<file path="src/rtl/int_accept_seq_pkg.sv">
// -----------------------------------------------------------------------------
// int_accept_seq_pkg
// Shared types and constants for the CPU-side interrupt acceptance sequencer.
//   IntSeqState_t : sequencer state encoding
//   IntReq_t      : request bundle from the interrupt controller
//   IntAck_t      : acknowledge bundle back to the interrupt controller
//   INT_NMI_VEC   : vector number that ignores the IMASK compare
//   INT_SEQ_SP_DEC: stack pointer decrement per push
// -----------------------------------------------------------------------------
package int_accept_seq_pkg;

    typedef enum logic [2:0] {
        IDLE = 3'd0,
        ACKS = 3'd1,
        PSR  = 3'd2,
        PPC  = 3'd3,
        VFET = 3'd4,
        DONE = 3'd5
    } IntSeqState_t;

    typedef struct packed {
        logic       req;
        logic [3:0] lvl;
        logic [7:0] vec;
    } IntReq_t;

    typedef struct packed {
        logic       ack;
        logic [3:0] lvl;
    } IntAck_t;

    localparam logic [7:0]  INT_NMI_VEC    = 8'd11;
    localparam logic [31:0] INT_SEQ_SP_DEC = 32'd4;

    // Vector table entry address: VBR + 4*VEC, wrapping modulo 2^32.
    function automatic logic [31:0] vec_addr(input logic [31:0] vbr,
                                             input logic [7:0]  vec);
        return vbr + {22'b0, vec, 2'b00};
    endfunction

endpackage

</file>
<file path="src/rtl/int_accept_seq.sv">
// -----------------------------------------------------------------------------
// int_accept_seq
// Interrupt acceptance sequencer. At an instruction boundary it qualifies the
// pending request against SR.IMASK, acknowledges it, pushes SR and the return
// PC on the stack, fetches the handler address from VBR+4*VEC and hands the
// new PC / R15 / IMASK back to the core.
//
// Ports
//   CLK, RST (sync, active-high), CE_R (global clock enable)
//   INT_REQ/INT_LVL/INT_VEC : request from controller
//   ACK/ACK_LVL             : acknowledge pulse and current IMASK to controller
//   BOUNDARY, SR_IN, RET_PC, R15_IN, VBR : core context
//   STALL                   : holds the core pipeline while sequencing
//   BUS_*                   : shared data bus master port
//   NEW_VALID/NEW_PC/NEW_R15/NEW_IMASK : context load pulse to the core
// -----------------------------------------------------------------------------
module int_accept_seq
    import int_accept_seq_pkg::*;
#(
    parameter logic [7:0]  NMI_VEC = INT_NMI_VEC,
    parameter logic [31:0] SP_DEC  = INT_SEQ_SP_DEC
) (
    input  logic        CLK,
    input  logic        RST,
    input  logic        CE_R,
    input  logic        INT_REQ,
    input  logic [3:0]  INT_LVL,
    input  logic [7:0]  INT_VEC,
    output logic        ACK,
    output logic [3:0]  ACK_LVL,
    input  logic        BOUNDARY,
    input  logic [31:0] SR_IN,
    input  logic [31:0] RET_PC,
    input  logic [31:0] R15_IN,
    input  logic [31:0] VBR,
    output logic        STALL,
    output logic [31:0] BUS_A,
    output logic [31:0] BUS_DO,
    input  logic [31:0] BUS_DI,
    output logic        BUS_WE,
    output logic        BUS_REQ,
    input  logic        BUS_BUSY,
    output logic        NEW_VALID,
    output logic [31:0] NEW_PC,
    output logic [31:0] NEW_R15,
    output logic [3:0]  NEW_IMASK
);

    // Two pushes below the entry stack pointer.
    localparam logic [31:0] SP_DEC2 = SP_DEC << 1;

    IntReq_t int_req;
    IntAck_t int_ack;

    assign int_req = '{req: INT_REQ, lvl: INT_LVL, vec: INT_VEC};

    IntSeqState_t state_q, state_d;

    // Context captured at accept time; later input changes are ignored.
    logic [3:0]  lvl_q, lvl_d;
    logic [7:0]  vec_q, vec_d;
    logic [31:0] sr_q, sr_d;
    logic [31:0] pc_q, pc_d;
    logic [31:0] r15_q, r15_d;

    // Registered outputs.
    logic        ack_q, ack_d;
    logic        stall_q, stall_d;
    logic        bus_req_q, bus_req_d;
    logic        bus_we_q, bus_we_d;
    logic [31:0] bus_a_q, bus_a_d;
    logic [31:0] bus_do_q, bus_do_d;
    logic        new_valid_q, new_valid_d;
    logic [31:0] new_pc_q, new_pc_d;
    logic [31:0] new_r15_q, new_r15_d;
    logic [3:0]  new_imask_q, new_imask_d;

    logic accept;
    logic is_nmi_q;

    // NMI bypasses the mask; otherwise strict unsigned greater-than, so
    // level 0 can never win.
    assign accept = CE_R & BOUNDARY & int_req.req &
                    ((int_req.vec == NMI_VEC) | (int_req.lvl > SR_IN[7:4]));

    assign is_nmi_q = (vec_q == NMI_VEC);

    always_comb begin
        state_d     = state_q;
        lvl_d       = lvl_q;
        vec_d       = vec_q;
        sr_d        = sr_q;
        pc_d        = pc_q;
        r15_d       = r15_q;
        ack_d       = ack_q;
        stall_d     = stall_q;
        bus_req_d   = bus_req_q;
        bus_we_d    = bus_we_q;
        bus_a_d     = bus_a_q;
        bus_do_d    = bus_do_q;
        new_valid_d = new_valid_q;
        new_pc_d    = new_pc_q;
        new_r15_d   = new_r15_q;
        new_imask_d = new_imask_q;

        // With CE_R low everything holds, so pulses simply stretch.
        if (CE_R) begin
            case (state_q)
                IDLE: begin
                    ack_d       = 1'b0;
                    new_valid_d = 1'b0;
                    if (accept) begin
                        lvl_d   = int_req.lvl;
                        vec_d   = int_req.vec;
                        sr_d    = SR_IN;
                        pc_d    = RET_PC;
                        r15_d   = R15_IN;
                        ack_d   = 1'b1;
                        stall_d = 1'b1;
                        state_d = ACKS;
                    end
                end
                ACKS: begin
                    ack_d     = 1'b0;
                    bus_req_d = 1'b1;
                    bus_we_d  = 1'b1;
                    bus_a_d   = r15_q - SP_DEC;
                    bus_do_d  = sr_q;
                    state_d   = PSR;
                end
                PSR: begin
                    // Outputs hold while the slave signals wait.
                    if (!BUS_BUSY) begin
                        bus_a_d  = r15_q - SP_DEC2;
                        bus_do_d = pc_q;
                        state_d  = PPC;
                    end
                end
                PPC: begin
                    if (!BUS_BUSY) begin
                        bus_we_d = 1'b0;
                        bus_a_d  = vec_addr(VBR, vec_q);
                        state_d  = VFET;
                    end
                end
                VFET: begin
                    if (!BUS_BUSY) begin
                        new_pc_d    = BUS_DI;
                        new_r15_d   = r15_q - SP_DEC2;
                        new_imask_d = is_nmi_q ? 4'hF : lvl_q;
                        new_valid_d = 1'b1;
                        stall_d     = 1'b0;
                        bus_req_d   = 1'b0;
                        state_d     = DONE;
                    end
                end
                DONE: begin
                    new_valid_d = 1'b0;
                    state_d     = IDLE;
                end
                default: begin
                    state_d = IDLE;
                end
            endcase
        end
    end

    always_ff @(posedge CLK) begin
        if (RST) begin
            state_q     <= IDLE;
            lvl_q       <= '0;
            vec_q       <= '0;
            sr_q        <= '0;
            pc_q        <= '0;
            r15_q       <= '0;
            ack_q       <= 1'b0;
            stall_q     <= 1'b0;
            bus_req_q   <= 1'b0;
            bus_we_q    <= 1'b0;
            bus_a_q     <= '0;
            bus_do_q    <= '0;
            new_valid_q <= 1'b0;
            new_pc_q    <= '0;
            new_r15_q   <= '0;
            new_imask_q <= '0;
        end else begin
            state_q     <= state_d;
            lvl_q       <= lvl_d;
            vec_q       <= vec_d;
            sr_q        <= sr_d;
            pc_q        <= pc_d;
            r15_q       <= r15_d;
            ack_q       <= ack_d;
            stall_q     <= stall_d;
            bus_req_q   <= bus_req_d;
            bus_we_q    <= bus_we_d;
            bus_a_q     <= bus_a_d;
            bus_do_q    <= bus_do_d;
            new_valid_q <= new_valid_d;
            new_pc_q    <= new_pc_d;
            new_r15_q   <= new_r15_d;
            new_imask_q <= new_imask_d;
        end
    end

    // Current mask is fed back combinationally so the controller can
    // re-arbitrate without waiting for a register stage.
    assign int_ack = '{ack: ack_q, lvl: SR_IN[7:4]};

    assign ACK       = int_ack.ack;
    assign ACK_LVL   = int_ack.lvl;
    assign STALL     = stall_q;
    assign BUS_A     = bus_a_q;
    assign BUS_DO    = bus_do_q;
    assign BUS_WE    = bus_we_q;
    assign BUS_REQ   = bus_req_q;
    assign NEW_VALID = new_valid_q;
    assign NEW_PC    = new_pc_q;
    assign NEW_R15   = new_r15_q;
    assign NEW_IMASK = new_imask_q;

endmodule
</file>
<file path="config.mk">
export PLATFORM = sky130hd
export DESIGN_NAME = int_accept_seq
export DESIGN_NICKNAME = d
export VERILOG_FILES = /design/src/rtl/int_accept_seq_pkg.sv /design/src/rtl/int_accept_seq.sv
export SDC_FILE = /design/constraint.sdc
export NUM_CORES = 1
export LEC_CHECK = 0
export BUFFER_PORTS_ARGS = -buffer_cell sky130_fd_sc_hd__buf_2
export CAP_MARGIN = 5
export CORE_ASPECT_RATIO = 0.9
export CORE_MARGIN = 8
export CORE_UTILIZATION = 45
export CTS_BUF_LIST = sky130_fd_sc_hd__clkbuf_16
export CTS_CLUSTER_DIAMETER = 150
export CTS_CLUSTER_SIZE = 8
export DETAILED_ROUTE_END_ITERATION = 16
export GPL_ROUTABILITY_DRIVEN = 1
export PLACE_DENSITY = 0.79
export SYNTH_ARGS = -nofsm -noshare
export SYNTH_HDL_FRONTEND = slang
export SYNTH_SLANG_ARGS = --single-unit
</file>
<file path="constraint.sdc">
create_clock -name CLK -period 5.7 [get_ports CLK]
set_input_delay 1.71 -clock CLK [delete_from_list [all_inputs] [get_ports CLK]]
set_output_delay 1.71 -clock CLK [all_outputs]
set_load 0.05 [all_outputs]
</file>
# Word-level counts from Yosys, hierarchy flattened
# Index checks and enable logic that the tools add are counted.
# totals
output_inout_bits	141
word_cells	75
register_bits	248
inputBits	178
# classes
reduce_logical	19
n_eq_ne	11
n_mux	20
n_addsub	3
order_cmp	1
bitwise	5
# ops
cell	count
32-bit 2-to-1 mux	3
32-bit one-hot mux with 3 select lines	1
32-bit one-hot mux with 2 select lines	1
32-bit by 10-bit adder with 32-bit output	1
32-bit by 3-bit subtractor with 32-bit output (second input constant)	1
32-bit by 4-bit subtractor with 32-bit output (second input constant)	1
3-bit AND reduction	6
8-bit by 4-bit equality test with 1-bit output (second input constant)	2
3-bit one-hot mux with 5 select lines	1
3-bit 2-to-1 mux	4
2-bit nonzero test	6
1-bit one-hot mux with 2 select lines	5
2-bit != test (second input constant)	4
4-bit AND reduction	2
3-bit by 2-bit equality test with 1-bit output (second input constant)	2
3-bit equality test (second input constant)	2
5-bit AND reduction	1
4-bit greater-than comparator	1
1-bit 2-to-1 mux	4
4-bit 2-to-1 mux	1
1-bit bitwise AND	3
3-bit by 1-bit equality test with 1-bit output (second input constant)	1
3-bit zero test	1
3-bit nonzero test	1
other kinds (4)	4

# Logic depth before layout (Yosys ltp)
# depth
depth_word	5
depth_mapped	11

# Worst setup path before layout
# OpenSTA, ideal clock, no wires.
# synth_path
path_kind	input-to-reg
startpoint	in VBR[8]
endpoint	reg bus_a_q[27] (netlist: BUS_A[27])
required_ns	5.584
slack_ns	1.972
t_arrival_ns	3.612
setup_ns	0.116
path_stages	8
path_cell_list	ha_1 -> nand3_1 -> or3_1 -> clkbuf_1 -> a2111oi_0 -> xnor2_1 -> nand2_1 -> a31o_2
# synth_via
elab_chain_len	3
# synth_lines
item	line_no	text
from (decl)	int_accept_seq.sv:35	input logic [31:0] VBR,
32-bit by 10-bit adder with 32-bit output	int_accept_seq_pkg.sv:38	return vbr + {22'b0, vec, 2'b00};
32-bit 2-to-1 mux	int_accept_seq.sv:140	if (!BUS_BUSY) begin
32-bit one-hot mux with 3 select lines	int_accept_seq.sv:108	case (state_q)
to (signal assigned)	int_accept_seq.sv:197	bus_a_q <= bus_a_d;
to (decl)	int_accept_seq.sv:71	logic [31:0] bus_a_q, bus_a_d;
# No other way between the ends. The select of a mux whose other input is x is not followed.
# A chain may end at the register's enable or synchronous reset.

# Worst setup path in the final report
# layout_path
startpoint	in SR_IN[7]
endpoint	out ACK_LVL[3]
# layout_rtl
item	line_no	text
from (decl)	int_accept_seq.sv:32	input logic [31:0] SR_IN,
to (decl)	int_accept_seq.sv:30	output logic [3:0] ACK_LVL,
# No word-level cell between the ends.

==> flow_metrics.py <==
metrics = {
    "run_status": {
        "status": "complete, no violations",
    },
    "sta": {
        "finalCritPeriodShare_pct": 67.6,
        "fin_skew_ps": 9.84,
        "rsz0062_at_grt": "false",
        "min_period_ps": 3850,
        "slew_viol_final": 0,
        "relSlewSlack_pct": 21.2,
        "finalSetupViolations": 0,
        "fmax_mhz": 260,
        "max_slew.worst_pin.slew_ps": 1170,
        "fin_setup_tns_ps": 0,
        "hold_viol_final": 0,
    },
    "power": {
        "p_per_area_mw_per_mm2": 321,
        "power.total_mw": 4.50,
        "vdd_ir_drop_max_mv": 0.265,
        "p_leak_nw": 5.64,
    },
    "routing": {
        "wire_per_inst_um": 18.4,
        "avgViaCountPerCell": 5.62,
        "drtIter0Drc": 1074,
        "wl_um": 38200,
        "drt_first_pass_iters": 6,
        "drtAntennaViolNets": 0,
        "vias": 11700,
        "route.detailed.drc": 0,
    },
    "setup_path": {
        "worstRegToRegCells": 6,
        "ff2ff_setup_slack_ps": 2570,
        "critPathRequiredTime_ps": 3990,
        "critPathSlowestCell": "buf_2",
        "critPathArrivalTime_ps": 2140,
        "crit_top_cell": "buf_2",
        "r2r-end": "BUS_A[29]",
        "worstSetupEndpointType": "output port",
        "cp_top_family": "buffers and inverters",
        "reg2reg_from": "state_q[0]",
        "path_class": "input pin to output port",
        "path_max_fanout": 3,
        "start_kind": "input pin",
        "crit_path_cell_trace": "buf_2 > buf_2",
        "cpPeakStageDelay_ps": 280,
        "critPathBufInv": 2,
    },
    "cts": {
        "ctsResizeCount": 0,
        "cts_buffers": 36,
        "clock_path_buffers": 3,
        "cts_setup_buffers": 0,
        "clock_latency_ps": 500,
        "path_clk_slew_ps": 50,
        "hold_buffers": 0,
        "root_buffer": "clkbuf_16",
        "cts_tree": "built",
        "clkSinkCount": 248,
        "htreeDepth": 2,
    },
    "global_routing": {
        "gr-usage-all-layers_pct": 23.6,
        "grt_max_degree": 162,
        "grt_pass1_wl_um": 59400,
        "overflow": 0,
        "grt_pass1_vias": 11300,
        "grt_antenna_before_repair": 12,
    },
    "floorplan": {
        "start_util_pct": 45.6,
        "fp-row-count": 55,
        "die_x_um": 184,
        "dieArea_mm2": 0.0307,
        "die_h_um": 167,
        "coreArea_mm2": 0.0250,
        "io_pins": 319,
    },
    "yosys": {
        "syn-num-nets": 1684,
        "ys_async_sr_fraction_pct": 0,
        "synth_top_cell_by_area": "dfxtp_1",
        "syn_area_mm2": 0.0114,
        "synth-edff-count": 0,
        "synth-seq-cells": 248,
        "synth.area.top_cells": "dfxtp_1 43%, nand2_1 13%, a21oi_1 7.9%",
        "synth_common_cells": "402 x nand2_1, 248 x dfxtp_1, 180 x a21oi_1",
        "synth_ff_type": "dfxtp_1",
        "ys_seq_area_share_pct": 43.5,
        "synthDistinctLibCells": 69,
        "syn_inst": 1490,
        "syn_area_per_cell_um2": 7.67,
        "yosysTopAreaCellShare_pct": 43.5,
        "synth.most_common_cell": "nand2_1",
        "yosys_warnings": 0,
    },
    "min_path": {
        "hold_start": "NEW_PC[2]",
        "min_path_type": "flip-flop to flip-flop",
        "hold_depth": 2,
        "min_to": "NEW_PC[2]",
    },
    "finish": {
        "synthToLayoutAreaGrowth_pct": 22.9,
        "post-route-cell-area_mm2": 0.0140,
        "nFillCells": 2426,
        "drive_gt1_share_pct": 22.2,
        "final_cells": 2081,
        "nNetsFinal": 1928,
    },
    "placement": {
        "numPlacedInstances": 2038,
        "place_congestion": 0.954,
        "io_buffers": 318,
        "dp_hpwl_um": 27000,
        "place_area_mm2": 0.0131,
    },
    "flow_run": {
        "maxCapViolations": 0,
    },
}
==> registers in the layout, indices dropped and copies added, names as in the netlist <==
name and cells:
ACK 1, BUS_A 32, BUS_DO 32, BUS_REQ 1, BUS_WE 1, NEW_IMASK 4, NEW_PC 32, NEW_R15 32
NEW_VALID 1, STALL 1, lvl_q 4, pc_q 32, r15_q 32, sr_q 32, state_q 3, vec_q 8
==> kinds of logic (layout without fill, tap and decap cells) <==
family | Yosys count | count (layout) | synth area share, %
xor+xnor | 58 | 58 | 4.45
compound gates | 367 | 367 | 20.1
other cells | 0 | 4 | 0
fa+ha+maj | 16 | 16 | 1.82
simple gates | 657 | 657 | 24.8
buf+inv | 140 | 385 | 5.06
mux | 4 | 4 | 0.351
flops | 248 | 248 | 43.5
==> metal layers <==
layer	routed length [um]	vias up	track usage, %
met5	103	-	0
met4	1290	16	9.36
met3	3860	110	6.84
met2	17200	603	37.3
met1	15700	5370	29.8
li1	-	5598	-
==> stage by stage <==
stage          util (%)  setup WS [ps]  hold slack (ps)
4_1_cts            56.0           1830              449
3_5_place_dp       52.1           1440              443
5_1_grt            56.0           1670              464
6_report           56.0           1850              450
2_1_floorplan         -           1970              437
3_3_place_gp       52.1           1500              439
==> final cells by class <==
cell class	count	area, um2	area share, %
Multi-Input combinational cell	1102	5910	42.1
Sequential cell	248	4960	35.4
Timing Repair Buffer	327	1680	12.0
Clock buffer	38	951	6.78
Tap cell	342	428	3.05
Inverter	19	71.3	0.508
Clock inverter	1	16.3	0.116
Antenna cell	4	10.0	0.0713
==> worst min-delay path, delay by kind of cell (launching register included) <==
family / cells / cell delay (ps)
flops: 1 / 300
compound gates: 1 / 50
simple gates: 1 / 50
==> placed cells by master, fill, tap and decap left out, types with 13 or more instances in the layout <==
cell	instances
nand2_1	402
a211oi_1	41
buf_2	317
nor4_1	13
o21ai_0	32
a31oi_1	14
nor2_1	126
a311oi_1	42
xnor2_1	23
ha_1	15
inv_1	19
a21oi_1	179
nor3_1	25
xor2_1	35
dfxtp_1	248
clkbuf_16	38
nand3_1	25
==> power by group <==
part | leakage (nW) | internal, mW | switching (mW)
Combinational | 3.16 | 0.243 | 0.515
Sequential | 2.00 | 1.80 | 0.0514
Clock | 0.475 | 1.16 | 0.724
==> worst max path at each step <==
stage	start	endpoint	slack (ps)	depth (start not counted)
finish	SR_IN[7]	ACK_LVL[3]	1850	2
global placement	SR_IN[5]	pc_q[24]	1500	9
global route	SR_IN[5]	pc_q[2]	1670	9
detailed placement	SR_IN[5]	vec_q[6]	1440	9
floorplan	VBR[8]	BUS_A[27]	1970	8
CTS	SR_IN[7]	ACK_LVL[3]	1830	2
(Power assumes the default switching activity.)
